$ cat config.mk
export PLATFORM = sky130hd
export DESIGN_NAME = adc_capture_fifo_flat
export DESIGN_NICKNAME = d
export VERILOG_FILES = /design/src/rtl/adc_capture_fifo_if.sv /design/src/rtl/adc_capture_fifo.sv /design/src/flat_wrapper.sv
export SDC_FILE = /design/constraint.sdc
export NUM_CORES = 1
export LEC_CHECK = 0
export CORE_MARGIN = 4
export CORE_UTILIZATION = 39
export DETAILED_ROUTE_END_ITERATION = 16
export PLACE_DENSITY = 0.65
export REMOVE_ABC_BUFFERS = 1
export SLEW_MARGIN = 20
export SYNTH_ARGS = -nofsm -noshare
export SYNTH_HDL_FRONTEND = slang
export SYNTH_SLANG_ARGS = --single-unit
export TNS_END_PERCENT = 5
$ cat constraint.sdc
create_clock -name sys_clk -period 4.9 [get_ports sys_clk]
set_clock_uncertainty 0.05 [all_clocks]
set_input_delay 0.49 -clock sys_clk [delete_from_list [all_inputs] [get_ports sys_clk]]
set_output_delay 0.49 -clock sys_clk [all_outputs]
set_load 0.02 [all_outputs]
$ cat src/rtl/adc_capture_fifo_if.sv
// Output stream of adc_capture_fifo: 16-bit words on a valid/ready handshake.
interface adc_capture_fifo_if;
  logic [15:0] out_data;
  logic        out_valid;
  logic        out_ready;

  modport master (output out_data, output out_valid, input out_ready);
  modport slave  (input out_data, input out_valid, output out_ready);
endinterface

$ cat src/rtl/adc_capture_fifo.sv
// ADC capture: divides sys_clk into adc_clk, packs sample pairs into 16-bit words, buffers in a FWFT FIFO.
// Define ADC_CAPTURE_TRIG_EN to enable the rising-crossing level trigger (WAIT_TRIG state).
module adc_capture_fifo #(
  parameter int CLK_DIV = 2,
  parameter int FIFO_AW = 4,
  parameter int CNT_W   = 24
) (
  input  logic                 sys_clk,
  input  logic                 sys_rst_n,
  input  logic [7:0]           adc_in,
  output logic                 adc_clk,
  input  logic                 arm,
  input  logic                 abort,
  input  logic [CNT_W-1:0]     sample_count,
  input  logic [7:0]           trig_level,
  adc_capture_fifo_if.master   out_if,
  output logic                 busy,
  output logic                 done,
  output logic                 overflow
);

  localparam int DIV_W = (CLK_DIV > 1) ? $clog2(CLK_DIV) : 1;
  localparam int DEPTH = 2 ** FIFO_AW;

  typedef enum logic [2:0] {
    S_IDLE,
`ifdef ADC_CAPTURE_TRIG_EN
    S_WAIT_TRIG,
`endif
    S_CAPTURE,
    S_DRAIN,
    S_DONE
  } state_e;

  state_e             state_q, state_d;
  logic [DIV_W-1:0]   div_cnt_q, div_cnt_d;
  logic               adc_clk_q, adc_clk_d;
  logic [CNT_W-1:0]   word_cnt_q, word_cnt_d;
  logic               phase_q, phase_d;
  logic [7:0]         low_q, low_d;
  logic               overflow_q, overflow_d;
  logic [FIFO_AW:0]   wr_ptr_q, wr_ptr_d;
  logic [FIFO_AW:0]   rd_ptr_q, rd_ptr_d;
  logic [15:0]        mem_q [DEPTH];

  logic               wrap;
  logic               strobe;
  logic               empty;
  logic               full;
  logic               pop;
  logic               push_req;
  logic               push_ok;
  logic [15:0]        push_word;

`ifdef ADC_CAPTURE_TRIG_EN
  logic [7:0]         prev_q, prev_d;
  logic               trig_hit;
  assign trig_hit = (prev_q < trig_level) && (adc_in >= trig_level);
`else
  logic               unused_trig;
  assign unused_trig = ^trig_level;
`endif

  assign wrap   = (div_cnt_q == DIV_W'(CLK_DIV - 1));
  assign strobe = wrap && adc_clk_q;

  assign empty = (wr_ptr_q == rd_ptr_q);
  assign full  = (wr_ptr_q[FIFO_AW] != rd_ptr_q[FIFO_AW]) &&
                 (wr_ptr_q[FIFO_AW-1:0] == rd_ptr_q[FIFO_AW-1:0]);
  assign pop   = !empty && out_if.out_ready;

  assign push_word = {adc_in, low_q};

  assign out_if.out_valid = !empty;
  assign out_if.out_data  = mem_q[rd_ptr_q[FIFO_AW-1:0]];

  assign adc_clk  = adc_clk_q;
  assign overflow = overflow_q;
  assign done     = (state_q == S_DONE);
  assign busy     = (state_q != S_IDLE) && (state_q != S_DONE);

  always_comb begin
    state_d    = state_q;
    div_cnt_d  = div_cnt_q + DIV_W'(1);
    adc_clk_d  = adc_clk_q;
    word_cnt_d = word_cnt_q;
    phase_d    = phase_q;
    low_d      = low_q;
    overflow_d = overflow_q;
    push_req   = 1'b0;
`ifdef ADC_CAPTURE_TRIG_EN
    prev_d     = prev_q;
`endif

    if (wrap) begin
      div_cnt_d = '0;
      adc_clk_d = !adc_clk_q;
    end

    case (state_q)
      S_IDLE, S_DONE: begin
        if (arm) begin
          word_cnt_d = sample_count;
          overflow_d = 1'b0;
          phase_d    = 1'b0;
`ifdef ADC_CAPTURE_TRIG_EN
          prev_d     = 8'hFF;
          state_d    = S_WAIT_TRIG;
`else
          state_d    = S_CAPTURE;
`endif
        end
      end
`ifdef ADC_CAPTURE_TRIG_EN
      S_WAIT_TRIG: begin
        if (word_cnt_q == '0) begin
          state_d = S_DONE;
        end else if (strobe) begin
          prev_d = adc_in;
          if (trig_hit) begin
            low_d   = adc_in;
            phase_d = 1'b1;
            state_d = S_CAPTURE;
          end
        end
      end
`endif
      S_CAPTURE: begin
        if (word_cnt_q == '0) begin
          state_d = S_DONE;
        end else if (strobe) begin
          if (!phase_q) begin
            low_d   = adc_in;
            phase_d = 1'b1;
          end else begin
            phase_d    = 1'b0;
            push_req   = 1'b1;
            word_cnt_d = word_cnt_q - CNT_W'(1);
            if (word_cnt_q == CNT_W'(1)) state_d = S_DRAIN;
          end
        end
      end
      S_DRAIN: begin
        if (empty) state_d = S_DONE;
      end
      default: state_d = S_IDLE;
    endcase

    // A pop in the same cycle frees a slot, so a full FIFO still accepts the push.
    push_ok = push_req && (!full || pop);
    if (push_req && !push_ok) overflow_d = 1'b1;

    wr_ptr_d = push_ok ? wr_ptr_q + (FIFO_AW+1)'(1) : wr_ptr_q;
    rd_ptr_d = pop     ? rd_ptr_q + (FIFO_AW+1)'(1) : rd_ptr_q;

    if (abort) begin
      state_d    = S_IDLE;
      wr_ptr_d   = '0;
      rd_ptr_d   = '0;
      phase_d    = 1'b0;
      overflow_d = overflow_q;
    end
  end

  always_ff @(posedge sys_clk or negedge sys_rst_n) begin
    if (!sys_rst_n) begin
      state_q    <= S_IDLE;
      div_cnt_q  <= '0;
      adc_clk_q  <= 1'b0;
      word_cnt_q <= '0;
      phase_q    <= 1'b0;
      low_q      <= '0;
      overflow_q <= 1'b0;
      wr_ptr_q   <= '0;
      rd_ptr_q   <= '0;
`ifdef ADC_CAPTURE_TRIG_EN
      prev_q     <= '1;
`endif
    end else begin
      state_q    <= state_d;
      div_cnt_q  <= div_cnt_d;
      adc_clk_q  <= adc_clk_d;
      word_cnt_q <= word_cnt_d;
      phase_q    <= phase_d;
      low_q      <= low_d;
      overflow_q <= overflow_d;
      wr_ptr_q   <= wr_ptr_d;
      rd_ptr_q   <= rd_ptr_d;
`ifdef ADC_CAPTURE_TRIG_EN
      prev_q     <= prev_d;
`endif
    end
  end

  always_ff @(posedge sys_clk) begin
    if (push_ok) mem_q[wr_ptr_q[FIFO_AW-1:0]] <= push_word;
  end

endmodule

$ cat src/flat_wrapper.sv
// flat-port wrapper written by rule: the top's interface ports become plain ports
module adc_capture_fifo_flat 
#(
  parameter int CLK_DIV = 2,
  parameter int FIFO_AW = 4,
  parameter int CNT_W   = 24
)
  (sys_clk, sys_rst_n, adc_in, adc_clk, arm, abort, sample_count, trig_level, busy, done, overflow, out_if_out_data, out_if_out_valid, out_if_out_ready);
  adc_capture_fifo_if out_if_i ();
  input  logic sys_clk;
  input  logic sys_rst_n;
  input  logic [7:0] adc_in;
  output logic adc_clk;
  input  logic arm;
  input  logic abort;
  input  logic [CNT_W-1:0] sample_count;
  input  logic [7:0] trig_level;
  output logic busy;
  output logic done;
  output logic overflow;
  output wire logic [$bits(out_if_i.out_data)-1:0] out_if_out_data;
  output wire logic [$bits(out_if_i.out_valid)-1:0] out_if_out_valid;
  input wire logic [$bits(out_if_i.out_ready)-1:0] out_if_out_ready;
  assign out_if_out_data = out_if_i.out_data;
  assign out_if_out_valid = out_if_i.out_valid;
  assign out_if_i.out_ready = out_if_out_ready;
  adc_capture_fifo #(.CLK_DIV(CLK_DIV), .FIFO_AW(FIFO_AW), .CNT_W(CNT_W)) u_core (.sys_clk(sys_clk), .sys_rst_n(sys_rst_n), .adc_in(adc_in), .adc_clk(adc_clk), .arm(arm), .abort(abort), .sample_count(sample_count), .trig_level(trig_level), .out_if(out_if_i), .busy(busy), .done(done), .overflow(overflow));
endmodule
==> flow_summary.toml, run 1 <==
[timing]
tightest_slew_ns = 1.08
fin_tns_setup_ns = 0
clock.fmax_mhz = 253
setup_repair_after_global_routing_missed_its_margin = "no"
finalMaxSlewViolations = 0
layout_min_cycle_time_ns = 3.95
worst_hold_margin_ns = 0.00972
hold_viol = 0
max-slew-margin-rel_pct = 27.8
timing.final.crit_share_pct = 80.7
setup_viol_count_final = 0

[clocking]
clock_path_buffers = 3
ctsRootBufferMaster = "sky130_fd_sc_hd__clkbuf_16"
cts_inserted_buffers = 30
htreeDepth = 1
cts_setup_buffers = 0
quantity_of_gates_resized_following_cts = 0
clock_transition_at_the_register_clock_pins_on_the_worst_setup_and_hold_paths_after_cts_ns = 0.06
clk_latency_ns = 0.57
hold_fix_buffers_cts = 0
clock_sinks = 304
tritoncts = "yes"

[power_and_ir_drop]
p_leak_nw = 4.81
power.density_cell_area_nw_per_um2 = 445
ir_worst_vdd_uv = 340
post-layout-total-power_w = 0.00663

[floorplan]
floorplan.initialDensity_pct = 39.4
std_cell_rows = 66
die_width_um = 189
num_io_pins = 66
die_area_um2 = 35700
die_height_um = 189
core_region_area_um2 = 32500

[critical_path]
worst_ep_required_time_ns = 4.36
worst_path_largest_cell_delay_ns = 0.75
rrSetupSlack_ns = 1.12
worstPathMaxFanout = 44
crit_path_start_kind = "register"
timing_worst_setup_path_type = "register to primary output"
cp_most_frequent_cell = "sky130_fd_sc_hd__mux4_2"
worstPathCellList = "buf_12 -> mux4_2 -> mux4_2 -> clkdlybuf4s50_1"
worst_path_arrival_time_ns = 3.41
worst_path_max_delay_cell = "sky130_fd_sc_hd__dfrtp_4"
end_kind = "primary output"

[route]
first_pass_iteration_count_of_the_detailed_router = 5
route.antenna.remaining_nets = 0
num_vias = 6789
routed_wire_length_um = 27500
post_drt_wl_per_cell_um = 22.3
post-route-drc-count = 0
drt-initial-drc-count = 518
route.detailed.vias_per_inst = 5.51

[finish]
area_growth_pct = 16.6
insertedDiodeCount = 0
final_core_util_pct = 45.9
post_route_cells_drive_above_1_share_pct = 23.3
filler_cell_count = 2757
nets = 823
final-instance-count-excl-fill = 1233

[logic_synthesis]
netlist_area_um2 = 12800
yosysWarningCount = 0
top_area_cell_type_share_of_the_netlist_area_pct = 60.2
async_reset_ff_share_pct = 15.8
yosysSeqAreaShare_pct = 69.6
synth_top_area_cell = "sky130_fd_sc_hd__edfxtp_1"
synth-edff-count = 256
synth_area_per_cell_um2 = 18.2
ys_top_cells_by_area = "sky130_fd_sc_hd__edfxtp_1 (60%), sky130_fd_sc_hd__mux4_2 (14%), sky130_fd_sc_hd__dfrtp_1 (9.4%), sky130_fd_sc_hd__ha_1 (0.98%), sky130_fd_sc_hd__mux2_2 (0.88%)"
synth_cells = 701
ys_ff_latch = 304
synthDistinctLibCells = 68
yosys_most_used_dff = "sky130_fd_sc_hd__edfxtp_1"

[global_routing]
global_route_wire_length_before_repair_um = 42300
number_of_antenna_violations_at_the_first_check_in_global_routing = 1
first_global_vias = 6933
groute.usage.overall_pct = 15.4
overflow = 0
grt_start_max_net_pins = 68

[placed_design]
placement.io_buffers = 57
dp_hpwl_um = 15100
dp.cells = 1177
place_congestion = 0.839

[min_path]
hold_path.class = "primary input to asynchronous set/reset pin"

[run_status]
outcome = "finished clean"

[run]
drv.max_cap_violation_count = 0
-- final cells by class --
class / instances / area (µm²) / share of cell area [%]
flip-flops and latches: 304 / 8890 / 59.7
multi-input cells: 332 / 3620 / 24.3
clock buffers: 39 / 825 / 5.53
repair buffers: 80 / 758 / 5.09
well taps: 442 / 553 / 3.71
clock inverters: 16 / 181 / 1.22
inverters: 20 / 75.1 / 0.504
-- report_power, final --
| part | total [W] | leakage [nW] | internal [W] | switching, W |
|---|---|---|---|---|
| logic | 0.000952 | 1.41 | 0.000388 | 0.000564 |
| clock network | 0.00230 | 0.501 | 0.00135 | 0.000957 |
| registers | 0.00338 | 2.90 | 0.00312 | 0.000260 |
| total | 0.00663 | 4.81 | 0.00485 | 0.00178 |
-- worst paths after layout --
| check | start | end | depth (start not counted) |
|---|---|---|---|
| hold / removal | sys_rst_n | u_core.word_cnt_q[18] | 2 |
| setup / recovery | u_core.rd_ptr_q[0] | out_if_out_data[13] | 4 |
| min in group sys_clk | u_core.div_cnt_q | u_core.div_cnt_q | 1 |
| setup reg to reg | u_core.word_cnt_q[0] | u_core.mem_q[10][10] | 7 |
| max in group asynchronous | sys_rst_n | u_core.rd_ptr_q[0] | 2 |
| hold reg to reg | u_core.div_cnt_q | u_core.div_cnt_q | 1 |
-- layout by cell type (no fill, tap or decap), types with 9 or more instances in the layout --
master,count
sky130_fd_sc_hd__ha_1,10
sky130_fd_sc_hd__clkbuf_16,30
sky130_fd_sc_hd__mux2_2,10
sky130_fd_sc_hd__clkinv_2,9
sky130_fd_sc_hd__dfrtp_1,46
sky130_fd_sc_hd__edfxtp_1,256
sky130_fd_sc_hd__inv_1,19
sky130_fd_sc_hd__clkdlybuf4s50_1,56
sky130_fd_sc_hd__o21ai_0,15
sky130_fd_sc_hd__mux4_2,80
sky130_fd_sc_hd__and3_1,14
sky130_fd_sc_hd__nor2_1,29
sky130_fd_sc_hd__a21oi_1,17
sky130_fd_sc_hd__nand3_1,15
sky130_fd_sc_hd__buf_4,21
-- worst max-delay path: cells and delay by family, from the launching register on --
family   cells  cell delay, ns
buf+inv      2            0.95
mux          2            1.11
flops        1            0.75
-- cell families after synthesis --
logic type / share of synthesized area [%]
DFF: 69.6
and+or+nand+nor: 5.02
AOI/OAI and AO/OA: 6.33
muxes: 15.2
buffers and inverters: 2.19
xor gates and xnor gates: 0.685
adders and majority gates: 0.979
-- sequential cells by signal, summed over array words and instances, names as in the netlist --
register and flops:
u_core.adc_clk 1, u_core.div_cnt_q 1, u_core.low_q 8, u_core.mem_q 256, u_core.overflow 1, u_core.phase_q 1
u_core.rd_ptr_q 5, u_core.state_q 2, u_core.word_cnt_q 24, u_core.wr_ptr_q 5
-- cells in the mapped netlist (all sizes together), types with 2 or more instances --
library cell	n
xor2	6
nor3b	3
inv	20
a221oi	4
nor4	9
nand2b	2
buf	16
a211oi	3
o221a	4
a311oi	4
o2bb2ai	6
dfrtp	48
mux4	80
or3	3
and3	14
o31ai	4
and4	3
nand4	3
ha	10
or4	5
and2	2
o22ai	8
a31o	2
or2	2
nor2b	6
nand2	6
mux2	11
nand3	15
o21ai	16
xnor2	4
o221ai	2
a21oi	18
or3b	2
a22oi	5
a41oi	2
edfxtp	256
nor3	7
mux2i	2
nor2	29
clkbuf	29
a2bb2oi	4
o211ai	8
a31oi	5
-- per-stage QoR --
stage | setup WS, ns | cell area (µm²)
5_1_grt | 0.757 | 14900
3_3_place_gp | 1.10 | 13900
2_1_floorplan | 0.298 | 12600
4_1_cts | 0.869 | 14900
3_5_place_dp | 1.03 | 13900
6_report | 0.947 | 14900
-- layer usage --
layer	share of wire [%]	global-route usage [%]	wire, µm	vias up
li1	-	-	-	3018
met1	43	21.7	11800	3511
met2	49	25.2	13600	228
met3	6.0	2.73	1640	30
met4	1.5	3.50	423	2
met5	0.044	0	12	-
No activity file was read; power rests on OpenSTA's default activity.
==> run 2, diff against run 1 <==
- PLACE_DENSITY: 0.65 -> 0.67
- clock period: 4.9 -> 3.5 ns (I/O delays scaled with it)
==> run 2 against run 1 <==
First-iteration DRC count grew 14%. Design area increased by 0.52%. Routed wire length grew 1.0%. Cell count grew 0.41%. Non-clock buffer count is 2 higher. Utilization increased by 0.24 points. Sequential share of layout area fell by 0.31 points.
==> flow_summary.toml, run 2 (synthesis gave the netlist of run 1 again) <==
[route]
routed_wire_length_um = 27800
drt-initial-drc-count = 588
num_vias = 6857
post-route-drc-count = 0
route.detailed.vias_per_inst = 5.54
first_pass_iteration_count_of_the_detailed_router = 5
post_drt_wl_per_cell_um = 22.4
route.antenna.remaining_nets = 0

[clocking]
clock_path_buffers = 3
clock_transition_at_the_register_clock_pins_on_the_worst_setup_and_hold_paths_after_cts_ns = 0.06
tritoncts = "yes"
ctsRootBufferMaster = "sky130_fd_sc_hd__clkbuf_16"
clk_latency_ns = 0.56
htreeDepth = 1
cts_inserted_buffers = 31
cts_setup_buffers = 0
clock_sinks = 304

[power_and_ir_drop]
p_leak_nw = 4.82
ir_worst_vdd_uv = 397
power.density_cell_area_nw_per_um2 = 626

[finish]
post_route_cells_drive_above_1_share_pct = 23.4
final_common_cell = "sky130_fd_sc_hd__edfxtp_1"
insertedDiodeCount = 0
layout_common_cells = "sky130_fd_sc_hd__edfxtp_1 (256), sky130_fd_sc_hd__mux4_2 (80), sky130_fd_sc_hd__clkdlybuf4s50_1 (56)"
finalInstanceArea_um2 = 15000
largest_register_ff_count = 256
area_growth_pct = 17.2
nets = 826
final_core_util_pct = 46.2

[floorplan]
num_io_pins = 66
floorplan.initialDensity_pct = 39.4
die_height_um = 189
die_width_um = 189
core_region_area_um2 = 32500
die_area_um2 = 35700
std_cell_rows = 66

[critical_path]
worst_path_arrival_time_ns = 2.97
r2r-start = "u_core.word_cnt_q[0]"
end_kind = "primary output"
crit_path_start_kind = "register"
cp-startpoint = "u_core.rd_ptr_q[0]"
worstPathMaxFanout = 26
worst_path_max_delay_cell = "sky130_fd_sc_hd__clkdlybuf4s50_1"
worst_path_largest_cell_delay_ns = 0.56
worstPathCellList = "buf_12 -> mux4_2 -> mux4_2 -> clkdlybuf4s50_1"
cp_most_frequent_cell = "sky130_fd_sc_hd__mux4_2"
timing_worst_setup_path_type = "register to primary output"
cp_top_delay_family = "multiplexers"
worst_ep_required_time_ns = 3.10
count_of_buffering_cells_on_the_critical_path_with_inverters_included = 2

[placed_design]
place_congestion = 0.790
placement.io_buffers = 57
placement.cell_area_um2 = 13900
dp_hpwl_um = 15400
pre_cts_slack_ns = 0.311

[run_status]
outcome = "finished clean"

[min_path]
holdCritStartpoint = "sample_count[9]"
hold_path.class = "primary input to register"

[global_routing]
global_route_wire_length_before_repair_um = 43100
number_of_antenna_violations_at_the_first_check_in_global_routing = 0
groute.usage.overall_pct = 15.5
overflow = 0
grt_start_max_net_pins = 65
first_global_vias = 7133

[timing]
finalMaxSlewViolations = 0
clock.fmax_mhz = 297
setup_viol_count_final = 0
timing.final.crit_share_pct = 96.3
layout_min_cycle_time_ns = 3.37
hold_viol = 0
post_route_setup_slack_ns = 0.130
setup_repair_after_global_routing_missed_its_margin = "no"
max-slew-margin-rel_pct = 25.8
tightest_slew_ns = 1.11

[run]
drv.max_cap_violation_count = 0
-- run 2: per-stage QoR --
step / total power (W) / instances / setup TNS, ns / hold slack [ns]
floorplan: 0.00564 / 656 / -293.09 / 0.00441
global placement: 0.00613 / 1178 / 0 / 0.422
detailed placement: 0.00616 / 1178 / 0 / 0.424
CTS: 0.00943 / 1237 / 0 / 0.359
global route: 0.00979 / 1238 / 0 / 0.394
finish: 0.00938 / 1238 / 0 / 0.382
-- run 2: power breakdown --
part / leakage, nW / switching (W) / internal [W] / total, W
clock network: 0.501 / 0.00136 / 0.00192 / 0.00327
registers: 2.90 / 0.000361 / 0.00436 / 0.00472
logic: 1.43 / 0.000806 / 0.000577 / 0.00138
-- run 2: cell type report --
| class | instances | area (µm²) |
|---|---|---|
| fill | 2740 | 17500 |
| timing repair buffer | 82 | 818 |
| multi-input combinational | 332 | 3620 |
| tap | 442 | 553 |
| sequential | 304 | 8890 |
| clock inverter | 11 | 125 |
| inverter | 20 | 75.1 |
| clock buffer | 47 | 896 |
-- run 2: repair_timing --
| action | CTS | global route |
|---|---|---|
| setup endpoints to repair | 0 | 3 |
| gates resized for setup | 0 | 1 |
| endpoints found under the hold margin | 35 | 0 |
| hold buffers | 1 | 0 |
-- run 2: worst reg2reg max path: stages, from the launching register on --
cell and delay, ns:
sky130_fd_sc_hd__dfrtp_1 0.39, sky130_fd_sc_hd__inv_1 0.08, sky130_fd_sc_hd__ha_1 0.26, sky130_fd_sc_hd__or3b_2 0.31, sky130_fd_sc_hd__nor2_1 0.09, sky130_fd_sc_hd__a311o_2 0.38, sky130_fd_sc_hd__nor2_1 0.09, sky130_fd_sc_hd__buf_4 0.18
sky130_fd_sc_hd__and3_1 0.91
-- run 2: routing by layer --
metal	vias to the layer above	share of wire, %	GRT usage [%]
li1	3041	-	-
met1	3557	44	22.3
met4	0	1.6	2.75
met5	-	0	0
met2	223	49	25.6
met3	36	5.3	2.27
-- run 2: path summary, 6_finish.rpt --
kind | to | slack (ns) | cells past startpoint
min in group asynchronous | u_core.word_cnt_q[18] | 0.41 | 2
worst min-delay path | u_core.word_cnt_q[9] | 0.38 | 3
worst max register to register | u_core.mem_q[10][15] | 0.37 | 8
max in group asynchronous | u_core.low_q[5] | 2.23 | 3
worst min register to register | u_core.word_cnt_q[10] | 0.44 | 1
worst max-delay path | out_if_out_data[2] | 0.13 | 4
==> run 3, diff against run 2 <==
- CORE_UTILIZATION: 39 -> 35
- PLACE_DENSITY: 0.67 -> 0.62
==> run 3 against run 2 <==
Flip-flop and latch count did not move. Non-clock buffer count rose by 13. Count of clock-buffer cells in the layout fell by 3. Largest cell class unchanged.
==> flow_summary.toml, run 3 (synthesis gave the netlist of run 1 again) <==
[critical_path]
r2r-start = "u_core.word_cnt_q[0]"
cp_most_frequent_cell = "sky130_fd_sc_hd__mux4_2"
count_of_buffering_cells_on_the_critical_path_with_inverters_included = 2
crit_path_start_kind = "register"
worst_path_largest_cell_delay_ns = 0.63
timing_worst_setup_path_type = "register to primary output"
r2r.worst_path.cells = 8
critical_path_cell_count = 4
rrSetupSlack_ns = 0.35
endpoint_of_the_worst_setup_timing_path = "out_if_out_data[5]"
worstPathCellList = "buf_4 -> mux4_2 -> mux4_2 -> clkdlybuf4s50_1"
worstPathMaxFanout = 8
worst_ep_required_time_ns = 3.10
worst_path_max_delay_cell = "sky130_fd_sc_hd__clkdlybuf4s50_1"
cp_top_delay_family = "multiplexers"
worst_path_arrival_time_ns = 2.98
end_kind = "primary output"
cp-startpoint = "u_core.rd_ptr_q[0]"
reg2reg_to = "u_core.mem_q[9][12]"

[placed_design]
dp_hpwl_um = 16400
dp.cells = 1207
pre_cts_slack_ns = 0.347
placement.io_buffers = 57
place_congestion = 0.796

[clocking]
clock_transition_at_the_register_clock_pins_on_the_worst_setup_and_hold_paths_after_cts_ns = 0.06
cts_inserted_buffers = 30
tritoncts = "yes"
htreeDepth = 1
clock_sinks = 304
clk_latency_ns = 0.57
ctsRootBufferMaster = "sky130_fd_sc_hd__clkbuf_16"
clock_path_buffers = 3

[power_and_ir_drop]
seq_power_share_pct = 48.9
comb_power_share_pct = 14.3
p_leak_nw = 4.93
power.density_cell_area_nw_per_um2 = 636
p_clk_share_pct = 36.8
switch_pwr_w = 0.00253
netSwitchingFraction_pct = 26.1
internal_power_w = 0.00715
ir_worst_vdd_uv = 416

[finish]
final-instance-count-excl-fill = 1268
layout_common_cells = "sky130_fd_sc_hd__edfxtp_1 (256), sky130_fd_sc_hd__mux4_2 (80), sky130_fd_sc_hd__clkdlybuf4s50_1 (56)"
final_common_cell = "sky130_fd_sc_hd__edfxtp_1"
largest_register_ff_count = 256
post_route_cells_drive_above_1_share_pct = 24.4
insertedDiodeCount = 0
final_core_util_pct = 42.5
area_growth_pct = 19.1
nets = 838

[floorplan]
die_height_um = 199
num_io_pins = 66
core_region_area_um2 = 35800
die_width_um = 199
die_area_um2 = 39600
floorplan.initialDensity_pct = 35.7
std_cell_rows = 69

[global_routing]
overflow = 0
number_of_antenna_violations_at_the_first_check_in_global_routing = 0
grt_start_max_net_pins = 64
groute.usage.overall_pct = 14.5
first_global_vias = 7098
global_route_wire_length_before_repair_um = 43900

[timing]
layout_min_cycle_time_ns = 3.38
setup_repair_after_global_routing_missed_its_margin = "no"
setup_viol_count_final = 0
max-slew-margin-rel_pct = 24.2
hold_viol = 0
finalMaxSlewViolations = 0
post_route_setup_slack_ns = 0.120
clock.fmax_mhz = 296
timing.final.crit_share_pct = 96.6
tightest_slew_ns = 1.14

[route]
route.antenna.remaining_nets = 0
post-route-drc-count = 0
route.detailed.vias_per_inst = 5.49
first_pass_iteration_count_of_the_detailed_router = 5
num_vias = 6960
routed_wire_length_um = 28700
drt-initial-drc-count = 475
post_drt_wl_per_cell_um = 22.7

[run_status]
outcome = "finished clean"

[min_path]
hold_path.class = "primary input to asynchronous set/reset pin"

[run]
drv.max_cap_violation_count = 0
==> run 3: worst min path at each step <==
stage / to / start / depth (start not counted)
after floorplan: u_core.adc_clk / sys_rst_n / 0
after global placement: u_core.word_cnt_q[18] / sys_rst_n / 1
after detailed placement: u_core.word_cnt_q[18] / sys_rst_n / 1
after CTS: u_core.word_cnt_q[18] / sys_rst_n / 2
after global routing: u_core.word_cnt_q[18] / sys_rst_n / 2
final: u_core.word_cnt_q[18] / sys_rst_n / 2
==> run 3: timing repair <==
action / 4_1_cts / 5_1_grt
endpoints found under the setup margin: 16 / 0
setup buffers: 4 / 0
hold endpoints to repair: 25 / 0
hold buffers: 1 / 0
gates resized for setup: 0 / 0
==> run 3: routing by layer <==
layer | track usage [%] | vias up | wire (µm)
met5 | 0 | - | 0
met3 | 2.16 | 49 | 1650
met1 | 20.8 | 3600 | 12600
met2 | 23.8 | 257 | 13900
li1 | - | 3054 | -
met4 | 3.22 | 0 | 615
==> run 3: power by group through the flow <==
stage	registers [W]	clock network, W	logic [W]
global placement	0.00478	0	0.00137
detailed placement	0.00480	0	0.00137
floorplan	0.00467	0	0.000969
global route	0.00478	0.00379	0.00153
CTS	0.00472	0.00364	0.00139
finish	0.00473	0.00356	0.00138
==> run 3: final cells by class <==
class	count	area, µm²
clock buffer	44	853
sequential	304	8890
fill	3112	20600
timing repair buffer	95	936
clock inverter	12	263
multi-input combinational	332	3620
tap	461	577
inverter	20	75.1
==> run 3: metrics by stage <==
stage	TNS [ns]	area, µm²	total power, W	hold slack [ns]
after CTS	0	15200	0.00975	0.317
after detailed placement	0	14000	0.00617	0.372
after floorplan	-293.09	12600	0.00564	0.00441
after global placement	0	14000	0.00615	0.384
after global routing	0	15200	0.0101	0.385
final	0	15200	0.00967	0.305
